<file path="src/rtl/hs32_pipe_chain_if.sv">
// Handshake bundle for hs32_pipe_chain: upstream/downstream valid-ready-data plus
// stall/flush controls and the observation taps.
interface hs32_pipe_chain_if #(
    parameter int unsigned WIDTH  = 32,
    parameter int unsigned STAGES = 4
);
    localparam int unsigned OCC_W = $clog2(2 * STAGES + 1);

    logic              valid_i;
    logic              ready_o;
    logic [WIDTH-1:0]  data_i;
    logic              valid_o;
    logic              ready_i;
    logic [WIDTH-1:0]  data_o;
    logic [STAGES-1:0] stall_i;
    logic              flush_i;
    logic [STAGES-1:0] flush_mask_i;
    logic [STAGES-1:0] stage_vld_o;
    logic [OCC_W-1:0]  occupancy_o;

    // Driver side: produces beats, consumes the output stream, controls stall/flush.
    modport master (
        output valid_i, data_i, ready_i, stall_i, flush_i, flush_mask_i,
        input  ready_o, valid_o, data_o, stage_vld_o, occupancy_o
    );

    // Pipeline side.
    modport slave (
        input  valid_i, data_i, ready_i, stall_i, flush_i, flush_mask_i,
        output ready_o, valid_o, data_o, stage_vld_o, occupancy_o
    );
endinterface

</file>
<file path="src/rtl/hs32_pipe_chain.sv">
// Chain of STAGES valid/ready skid registers (main + skid per stage) with per-stage
// stall, masked flush, main-valid taps and a registered occupancy count.
module hs32_pipe_chain #(
    parameter int unsigned WIDTH  = 32,
    parameter int unsigned STAGES = 4
) (
    input logic              clk,
    input logic              reset,
    hs32_pipe_chain_if.slave bus
);
    localparam int unsigned OCC_W = $clog2(2 * STAGES + 1);

    logic [STAGES-1:0] main_vld_q, main_vld_d;
    logic [STAGES-1:0] skid_vld_q, skid_vld_d;
    logic [WIDTH-1:0]  main_data_q [STAGES];
    logic [WIDTH-1:0]  main_data_d [STAGES];
    logic [WIDTH-1:0]  skid_data_q [STAGES];
    logic [WIDTH-1:0]  skid_data_d [STAGES];
    logic [OCC_W-1:0]  occ_q, occ_d;

    logic [STAGES-1:0] vin, vout, rdy_in, take_in, take_out;
    logic [WIDTH-1:0]  din [STAGES];

    // Inter-stage wiring: a stalled stage presents a bubble; ready is the registered !skid.
    always_comb begin
        vout   = main_vld_q & ~bus.stall_i;
        vin    = '0;
        rdy_in = '0;
        vin[0] = bus.valid_i;
        din[0] = bus.data_i;
        for (int k = 1; k < int'(STAGES); k++) begin
            vin[k] = vout[k-1];
            din[k] = main_data_q[k-1];
        end
        for (int k = 0; k < int'(STAGES) - 1; k++) begin
            rdy_in[k] = ~skid_vld_q[k+1];
        end
        rdy_in[STAGES-1] = bus.ready_i;
        take_in  = vin & ~skid_vld_q;
        take_out = vout & rdy_in;
    end

    // Per-stage next state: flush beats everything, else refill main from skid or input.
    always_comb begin
        main_vld_d  = main_vld_q;
        skid_vld_d  = skid_vld_q;
        main_data_d = main_data_q;
        skid_data_d = skid_data_q;
        for (int k = 0; k < int'(STAGES); k++) begin
            if (bus.flush_i && bus.flush_mask_i[k]) begin
                main_vld_d[k] = 1'b0;
                skid_vld_d[k] = 1'b0;
            end else if (!main_vld_q[k] || take_out[k]) begin
                if (skid_vld_q[k]) begin
                    main_vld_d[k]  = 1'b1;
                    main_data_d[k] = skid_data_q[k];
                    skid_vld_d[k]  = 1'b0;
                end else begin
                    main_vld_d[k] = take_in[k];
                    if (take_in[k]) begin
                        main_data_d[k] = din[k];
                    end
                end
            end else if (take_in[k]) begin
                // Main is blocked: park the beat; ready drops on the next cycle.
                skid_vld_d[k]  = 1'b1;
                skid_data_d[k] = din[k];
            end
        end
    end

    // Occupancy tracks the post-edge valid count so it updates with storage.
    always_comb begin
        occ_d = '0;
        for (int k = 0; k < int'(STAGES); k++) begin
            occ_d = occ_d + OCC_W'(main_vld_d[k]) + OCC_W'(skid_vld_d[k]);
        end
    end

    // Storage registers with asynchronous clear.
    always_ff @(posedge clk or negedge reset) begin
        if (!reset) begin
            main_vld_q <= '0;
            skid_vld_q <= '0;
            occ_q      <= '0;
            for (int k = 0; k < int'(STAGES); k++) begin
                main_data_q[k] <= '0;
                skid_data_q[k] <= '0;
            end
        end else begin
            main_vld_q  <= main_vld_d;
            skid_vld_q  <= skid_vld_d;
            main_data_q <= main_data_d;
            skid_data_q <= skid_data_d;
            occ_q       <= occ_d;
        end
    end

    assign bus.ready_o     = ~skid_vld_q[0];
    assign bus.valid_o     = vout[STAGES-1];
    assign bus.data_o      = main_data_q[STAGES-1];
    assign bus.stage_vld_o = main_vld_q;
    assign bus.occupancy_o = occ_q;
endmodule
</file>
<file path="src/flat_wrapper.sv">
// flat-port wrapper written by rule: the top's interface ports become plain ports
module hs32_pipe_chain_flat 
#(
    parameter int unsigned WIDTH  = 32,
    parameter int unsigned STAGES = 4
)
  (clk, reset, bus_valid_i, bus_data_i, bus_ready_i, bus_stall_i, bus_flush_i, bus_flush_mask_i, bus_ready_o, bus_valid_o, bus_data_o, bus_stage_vld_o, bus_occupancy_o);
  hs32_pipe_chain_if #(.WIDTH(WIDTH), .STAGES(STAGES)) bus_i ();
  input logic clk;
  input logic reset;
  input wire logic [$bits(bus_i.valid_i)-1:0] bus_valid_i;
  input wire logic [$bits(bus_i.data_i)-1:0] bus_data_i;
  input wire logic [$bits(bus_i.ready_i)-1:0] bus_ready_i;
  input wire logic [$bits(bus_i.stall_i)-1:0] bus_stall_i;
  input wire logic [$bits(bus_i.flush_i)-1:0] bus_flush_i;
  input wire logic [$bits(bus_i.flush_mask_i)-1:0] bus_flush_mask_i;
  output wire logic [$bits(bus_i.ready_o)-1:0] bus_ready_o;
  output wire logic [$bits(bus_i.valid_o)-1:0] bus_valid_o;
  output wire logic [$bits(bus_i.data_o)-1:0] bus_data_o;
  output wire logic [$bits(bus_i.stage_vld_o)-1:0] bus_stage_vld_o;
  output wire logic [$bits(bus_i.occupancy_o)-1:0] bus_occupancy_o;
  assign bus_i.valid_i = bus_valid_i;
  assign bus_i.data_i = bus_data_i;
  assign bus_i.ready_i = bus_ready_i;
  assign bus_i.stall_i = bus_stall_i;
  assign bus_i.flush_i = bus_flush_i;
  assign bus_i.flush_mask_i = bus_flush_mask_i;
  assign bus_ready_o = bus_i.ready_o;
  assign bus_valid_o = bus_i.valid_o;
  assign bus_data_o = bus_i.data_o;
  assign bus_stage_vld_o = bus_i.stage_vld_o;
  assign bus_occupancy_o = bus_i.occupancy_o;
  hs32_pipe_chain #(.WIDTH(WIDTH), .STAGES(STAGES)) u_core (.clk(clk), .reset(reset), .bus(bus_i));
endmodule
</file>
<file path="config.mk">
export PLATFORM = sky130hd
export DESIGN_NAME = hs32_pipe_chain_flat
export DESIGN_NICKNAME = d
export VERILOG_FILES = /design/src/rtl/hs32_pipe_chain_if.sv /design/src/rtl/hs32_pipe_chain.sv /design/src/flat_wrapper.sv
export SDC_FILE = /design/constraint.sdc
export NUM_CORES = 1
export LEC_CHECK = 0
export ABC_AREA = 1
export BUFFER_PORTS_ARGS = -buffer_cell sky130_fd_sc_hd__buf_2
export CORE_AREA = 3 3 179 181
export CTS_BUF_LIST = sky130_fd_sc_hd__clkbuf_16
export CTS_CLUSTER_SIZE = 30
export DETAILED_ROUTE_END_ITERATION = 6
export DIE_AREA = 0 0 182 184
export GPL_TIMING_DRIVEN = 1
export SYNTH_ARGS = -nofsm -noshare
export SYNTH_HDL_FRONTEND = slang
export SYNTH_SLANG_ARGS = --single-unit
</file>
<file path="constraint.sdc">
create_clock -name clk -period 4 [get_ports clk]
set_input_delay 0.8 -clock clk [delete_from_list [all_inputs] [get_ports clk]]
set_output_delay 0.8 -clock clk [all_outputs]
set_load 0.02 [all_outputs]
</file>
# Word-level counts from Yosys, hierarchy flattened
# Cells that the tools add are included.
[word_totals] regBits=268 input_bits=45 output_inout_bits=42 word_cells=91
[op_classes] n_addsub=7 n_mux=32 bitwise=17 n_reduce_logical=24
[op_table] cell="2-to-1 mux 32 bit" n=8
[op_table] cell="adder 4 x 1 -> 4 bit" n=6
[op_table] cell="2-to-1 mux 1 bit" n=24
[op_table] cell="AND reduction 3 bit" n=8
[op_table] cell="AND 4 bit" n=3
[op_table] cell="inverter 1 bit" n=12
[op_table] cell="inverter 4 bit" n=2
[op_table] cell="nonzero test 2 bit" n=4
[op_table] cell="logical AND 1 bit" n=4
[op_table] cell="zero test 1 bit" n=4
[op_table] cell="logical OR 1 bit" n=4
[op_table] cell="adder 1 x 1 -> 2 bit" n=1

# Depth between registers and ports, before layout
[logic_depth] depth_word=13 depth_mapped=12 mapped_depth_nobuf=12

# Worst setup path before layout
# Ideal clock, no wire load.
[synth_timing] kind="input to register" start="in bus_stall_i[0]" end="reg u_core.occ_q[1] (netlist: u_core.bus.occupancy_o[1])" setup_ps=64 arrival_ps=3422 required_ps=3936 path_slack_ps=514 stages=11 n_path_buf=0 cell_sequence="o21ai_2 > a21oi_1 > ha_1 > inv_1 > fa_1 > inv_1 > fa_1 > fa_1 > inv_1 > fa_1 > inv_1"
[synth_via] elab_chain_cells=13 elab_cells_between_ends=22 classes_between="add/sub (7); mux (10); bitwise (4); reduce/logical (1)"
[synth_lines] item="start: declaration" line="flat_wrapper.sv:14" text="input wire logic [$bits(bus_i.stall_i)-1:0] bus_stall_i;"
[synth_lines] item="inverter 4 bit" line="hs32_pipe_chain.sv:26" text="vout = main_vld_q & ~bus.stall_i;"
[synth_lines] item="AND 4 bit" line="hs32_pipe_chain.sv:26"
[synth_lines] item="AND 4 bit" line="hs32_pipe_chain.sv:40" text="take_out = vout & rdy_in;"
[synth_lines] item="logical OR 1 bit" line="hs32_pipe_chain.sv:53" text="end else if (!main_vld_q[k] || take_out[k]) begin"
[synth_lines] item="2-to-1 mux 1 bit" line="hs32_pipe_chain.sv:53"
[synth_lines] item="2-to-1 mux 1 bit" line="hs32_pipe_chain.sv:50" text="if (bus.flush_i && bus.flush_mask_i[k]) begin"
[synth_lines] item="via u_core.main_vld_d[0]" line="hs32_pipe_chain.sv:13" text="logic [STAGES-1:0] main_vld_q, main_vld_d;"
[synth_lines] item="adder 1 x 1 -> 2 bit" line="hs32_pipe_chain.sv:76" text="occ_d = occ_d + OCC_W'(main_vld_d[k]) + OCC_W'(skid_vld_d[k]);"
[synth_lines] item="adder 4 x 1 -> 4 bit (6 in a row)" line="hs32_pipe_chain.sv:76"
[synth_lines] item="via u_core.occ_d[1]" line="hs32_pipe_chain.sv:19" text="logic [OCC_W-1:0] occ_q, occ_d;"
[synth_lines] item="end signal: assignment" line="hs32_pipe_chain.sv:85" text="occ_q <= '0;"
[synth_lines] item="end signal: assignment" line="hs32_pipe_chain.sv:95" text="occ_q <= occ_d;"
[synth_lines] item="end: declaration" line="hs32_pipe_chain.sv:19"
# The timed path passes the listed nets, and every way through them passes these cells.
# A chain may end at the register's enable or synchronous reset.

# Worst setup path in the final report
[layout_timing] start="in bus_flush_i" end="reg u_core.occ_q[1] (netlist: u_core.bus.occupancy_o[1])"
[layout_via] elab_chain_cells=9 elab_cells_between_ends=19 classes_between="add/sub (7); mux (8); reduce/logical (4)"
[layout_lines] item="start: declaration" line="flat_wrapper.sv:15" text="input wire logic [$bits(bus_i.flush_i)-1:0] bus_flush_i;"
[layout_lines] item="logical AND 1 bit" line="hs32_pipe_chain.sv:50"
[layout_lines] item="2-to-1 mux 1 bit" line="hs32_pipe_chain.sv:50"
[layout_lines] item="via u_core.skid_vld_d[0]" line="hs32_pipe_chain.sv:14" text="logic [STAGES-1:0] skid_vld_q, skid_vld_d;"
[layout_lines] item="adder 1 x 1 -> 2 bit" line="hs32_pipe_chain.sv:76"
[layout_lines] item="adder 4 x 1 -> 4 bit (6 in a row)" line="hs32_pipe_chain.sv:76"
[layout_lines] item="via u_core.occ_d[1]" line="hs32_pipe_chain.sv:19"
# The timed path passes the listed nets, and every way through them passes these cells.

==> run_results.csv <==
group,metric,value,unit
synthesis,yosysSeqAreaShare,0.549,
synthesis,synth_area,12200,um2
finish,drive_gt1_frac,0.132,
power,total_power,8.47,mW
floorplan,die_x,182,um
power,p_leak,7.67,nW
outcome,status,"finished clean",
cts,cts_setup_buffers,0,
sta,whs,0.314,ns
synthesis,synth_cell_types,25,
floorplan,io_pins,87,
floorplan,die_y,184,um
worst_setup_path,startpoint_type,"primary input",
global_routing,grt_max_degree,102,
power,irDropWorstVdd,0.336,mV
worst_setup_path,ff2ff_setup_slack,0.72,ns
synthesis,ys_seq_elements,268,
drt,drt_pre_antenna_iters,7,
placed_design,dp_hpwl,17.8,mm
global_routing,use_met2,0.250,
cts,clk_pin_slew,0.06,ns
worst_setup_path,path_max_fanout,4,
sta,finClkSkew,0.00657,ns
worst_setup_path,r2r-start,"u_core.skid_vld_q[1]$_DFF_PN0_",
drt,avgViaCountPerCell,4.81,
placed_design,gp_congestion,0.763,
run,drv_cap,0,
global_routing,met1_usage,0.260,
synthesis,syn-num-nets,1589,
cts,clock_path_buffers,3,
global_routing,grtUsageTotal,0.168,
floorplan,core,30600,um2
cts,cts_tree,"built",
worst_setup_path,critPathLaunch,"bus_flush_i",
sta,maxSlewViolCount,0,
placed_design,dp.cells,1951,
finish,area_growth_syn_to_layout,13.1,%
drt,routed_wl,27.7,mm
sta,setup_viol,0,
drt,via_count,9645,
floorplan,dieArea,33500,um2
cts,cts_buffers,29,
global_routing,antenna_found_initial,0,
global_routing,grtUsageMet3,0.0241,
sta,rsz0062_at_grt,"false",
worst_setup_path,criticalPathCategory,"primary input to register",
worst_setup_path,crit_arrival,3.80,ns
worst_setup_path,r2r_cells,11,
finish,fin_nets,1638,
finish,final-seq-area,6710,um2
sta,min_period,3.31,ns
cts,clk-insertion-delay-late,0.54,ns
power,power_density,612,nW/um2
worst_setup_path,cp-end-kind,"register",
global_routing,grt_pass1_wl,48.3,mm
finish,multi_input_area,4980,um2
cts,cts-htree-levels,1,
global_routing,grt_pass1_vias,9302,
finish,final_cells,2005,
sta,fin_crit_sh,0.828,
cts,hold_buffers,0,
floorplan,std_cell_rows,64,
sta,relSlewSlack,0.268,
cts,cts_sinks,268,
sta,hold_viol,0,
drt,dr.first_iter.drc_count,815,
sta,worst_pin_slew,1.09,ns
placed_design,port_buffers,86,
cts,cts-root-buf,"clkbuf_16",
worst_setup_path,required,4.49,ns
sta,max_freq,302,MHz
worst_setup_path,r2r_end,"u_core.bus.occupancy_o[1]$_DFF_PN0_",
worst_hold_path,hold_class,"primary input to async pin",
synthesis,postSynthCellCount,1537,
drt,ant_nets,0,
cts,cts_resized,0,
finish,diodes,0,
global_routing,grt_overflow,0,
synthesis,avgSynthCellArea,7.95,um2
drt,wl_per_cell,13.8,um
sta,tns,0,ns
drt,drc_errors,0,
global_routing,busiest_layer,"met1",
synthesis,yosys_warnings,0,
finish,nFillCells,3084,
floorplan,initial_core_util,0.400,
[cells in the mapped netlist (all sizes together)]
cell type,instances,share of area
a21oi,3,0.0012
buf,54,0.023
clkbuf,45,0.014
dfrtp,268,0.55
fa,4,0.0066
ha,3,0.0031
inv,23,0.0071
nand2,819,0.25
nand3,105,0.045
nand4,64,0.033
nor2,11,0.0046
nor3,2,0.00082
o21a,3,0.0018
o21ai,100,0.042
or2,32,0.016
xnor2,1,0.00072
[kinds of logic after synthesis]
| logic type | count (synthesis) | share of synthesized area |
|---|---|---|
| AOI/OAI and AO/OA | 106 | 0.0453 |
| xor gates and xnor gates | 1 | 0.000717 |
| adders and majority gates | 7 | 0.00962 |
| buffers and inverters | 122 | 0.0442 |
| DFF | 268 | 0.549 |
| and+or+nand+nor | 1033 | 0.351 |
[report_power, final]
part	internal [mW]	switching (mW)	leakage (nW)
Clock	1.38	1.08	0.457
Sequential	3.57	0.563	3.50
Combinational	0.680	1.20	3.72
[how the worst max path moves through the flow]
stage / to / slack (ns) / cells past startpoint
2_1_floorplan: u_core.bus.occupancy_o[1]$_DFF_PN0_ / 0.51 / 11
3_5_place_dp: u_core.bus.occupancy_o[1]$_DFF_PN0_ / 0.17 / 13
4_1_cts: u_core.bus.occupancy_o[1]$_DFF_PN0_ / 0.71 / 11
3_3_place_gp: u_core.bus.occupancy_o[1]$_DFF_PN0_ / 0.21 / 12
6_report: u_core.bus.occupancy_o[1]$_DFF_PN0_ / 0.69 / 13
5_1_grt: u_core.bus.occupancy_o[1]$_DFF_PN0_ / 0.57 / 13
[per-stage QoR]
| step | worst slack [ns] | instance area (um2) | utilization |
|---|---|---|---|
| 6_report | 0.686 | 13800 | 0.452 |
| 5_1_grt | 0.567 | 13800 | 0.452 |
| 4_1_cts | 0.713 | 13800 | 0.452 |
| 3_5_place_dp | 0.168 | 13000 | 0.424 |
| 3_3_place_gp | 0.214 | 13000 | 0.424 |
| 2_1_floorplan | 0.514 | 12200 | - |
[cell type report]
| class | count | area share |
|---|---|---|
| flip-flops and latches | 268 | 0.485 |
| multi-input cells | 1147 | 0.360 |
| clock buffers | 29 | 0.0525 |
| repair buffers | 117 | 0.0496 |
| well taps | 396 | 0.0358 |
| clock inverters | 25 | 0.0104 |
| inverters | 23 | 0.00624 |
[flip-flops by register name, summed over array words and instances (netlist names)]
register,flops
u_core.skid_vld_q,4
u_core.bus.occupancy_o,4
u_core.bus.stage_vld_o,4
u_core.bus.data_o,32
u_core.din,96
u_core.skid_data_q,128
[layout by cell type (no fill, tap or decap), drive strengths merged, types with 14 or more instances in the layout]
master  Yosys  layout
nand3     105     105
nand2     819     819
inv        23      31
clkbuf     45      29
or2        32      32
clkinv      0      14
dfrtp     268     268
buf        54     117
o21ai     100     100
nand4      64      64
[metal layers]
metal,up-vias,wire (um)
li1,4999,-
met1,4444,14400
met2,167,11600
met3,35,1140
met4,0,530
met5,-,0
[critical path: stages]
cell     delay, ns
buf_2         0.15
nand2_1       0.10
inv_2         0.06
nor3_1        0.30
ha_1          0.23
inv_1         0.07
fa_1          0.53
inv_1         0.06
fa_1          0.50
fa_1          0.45
inv_1         0.08
fa_1          0.41
inv_1         0.06
Power figures use the tool's default switching activity.
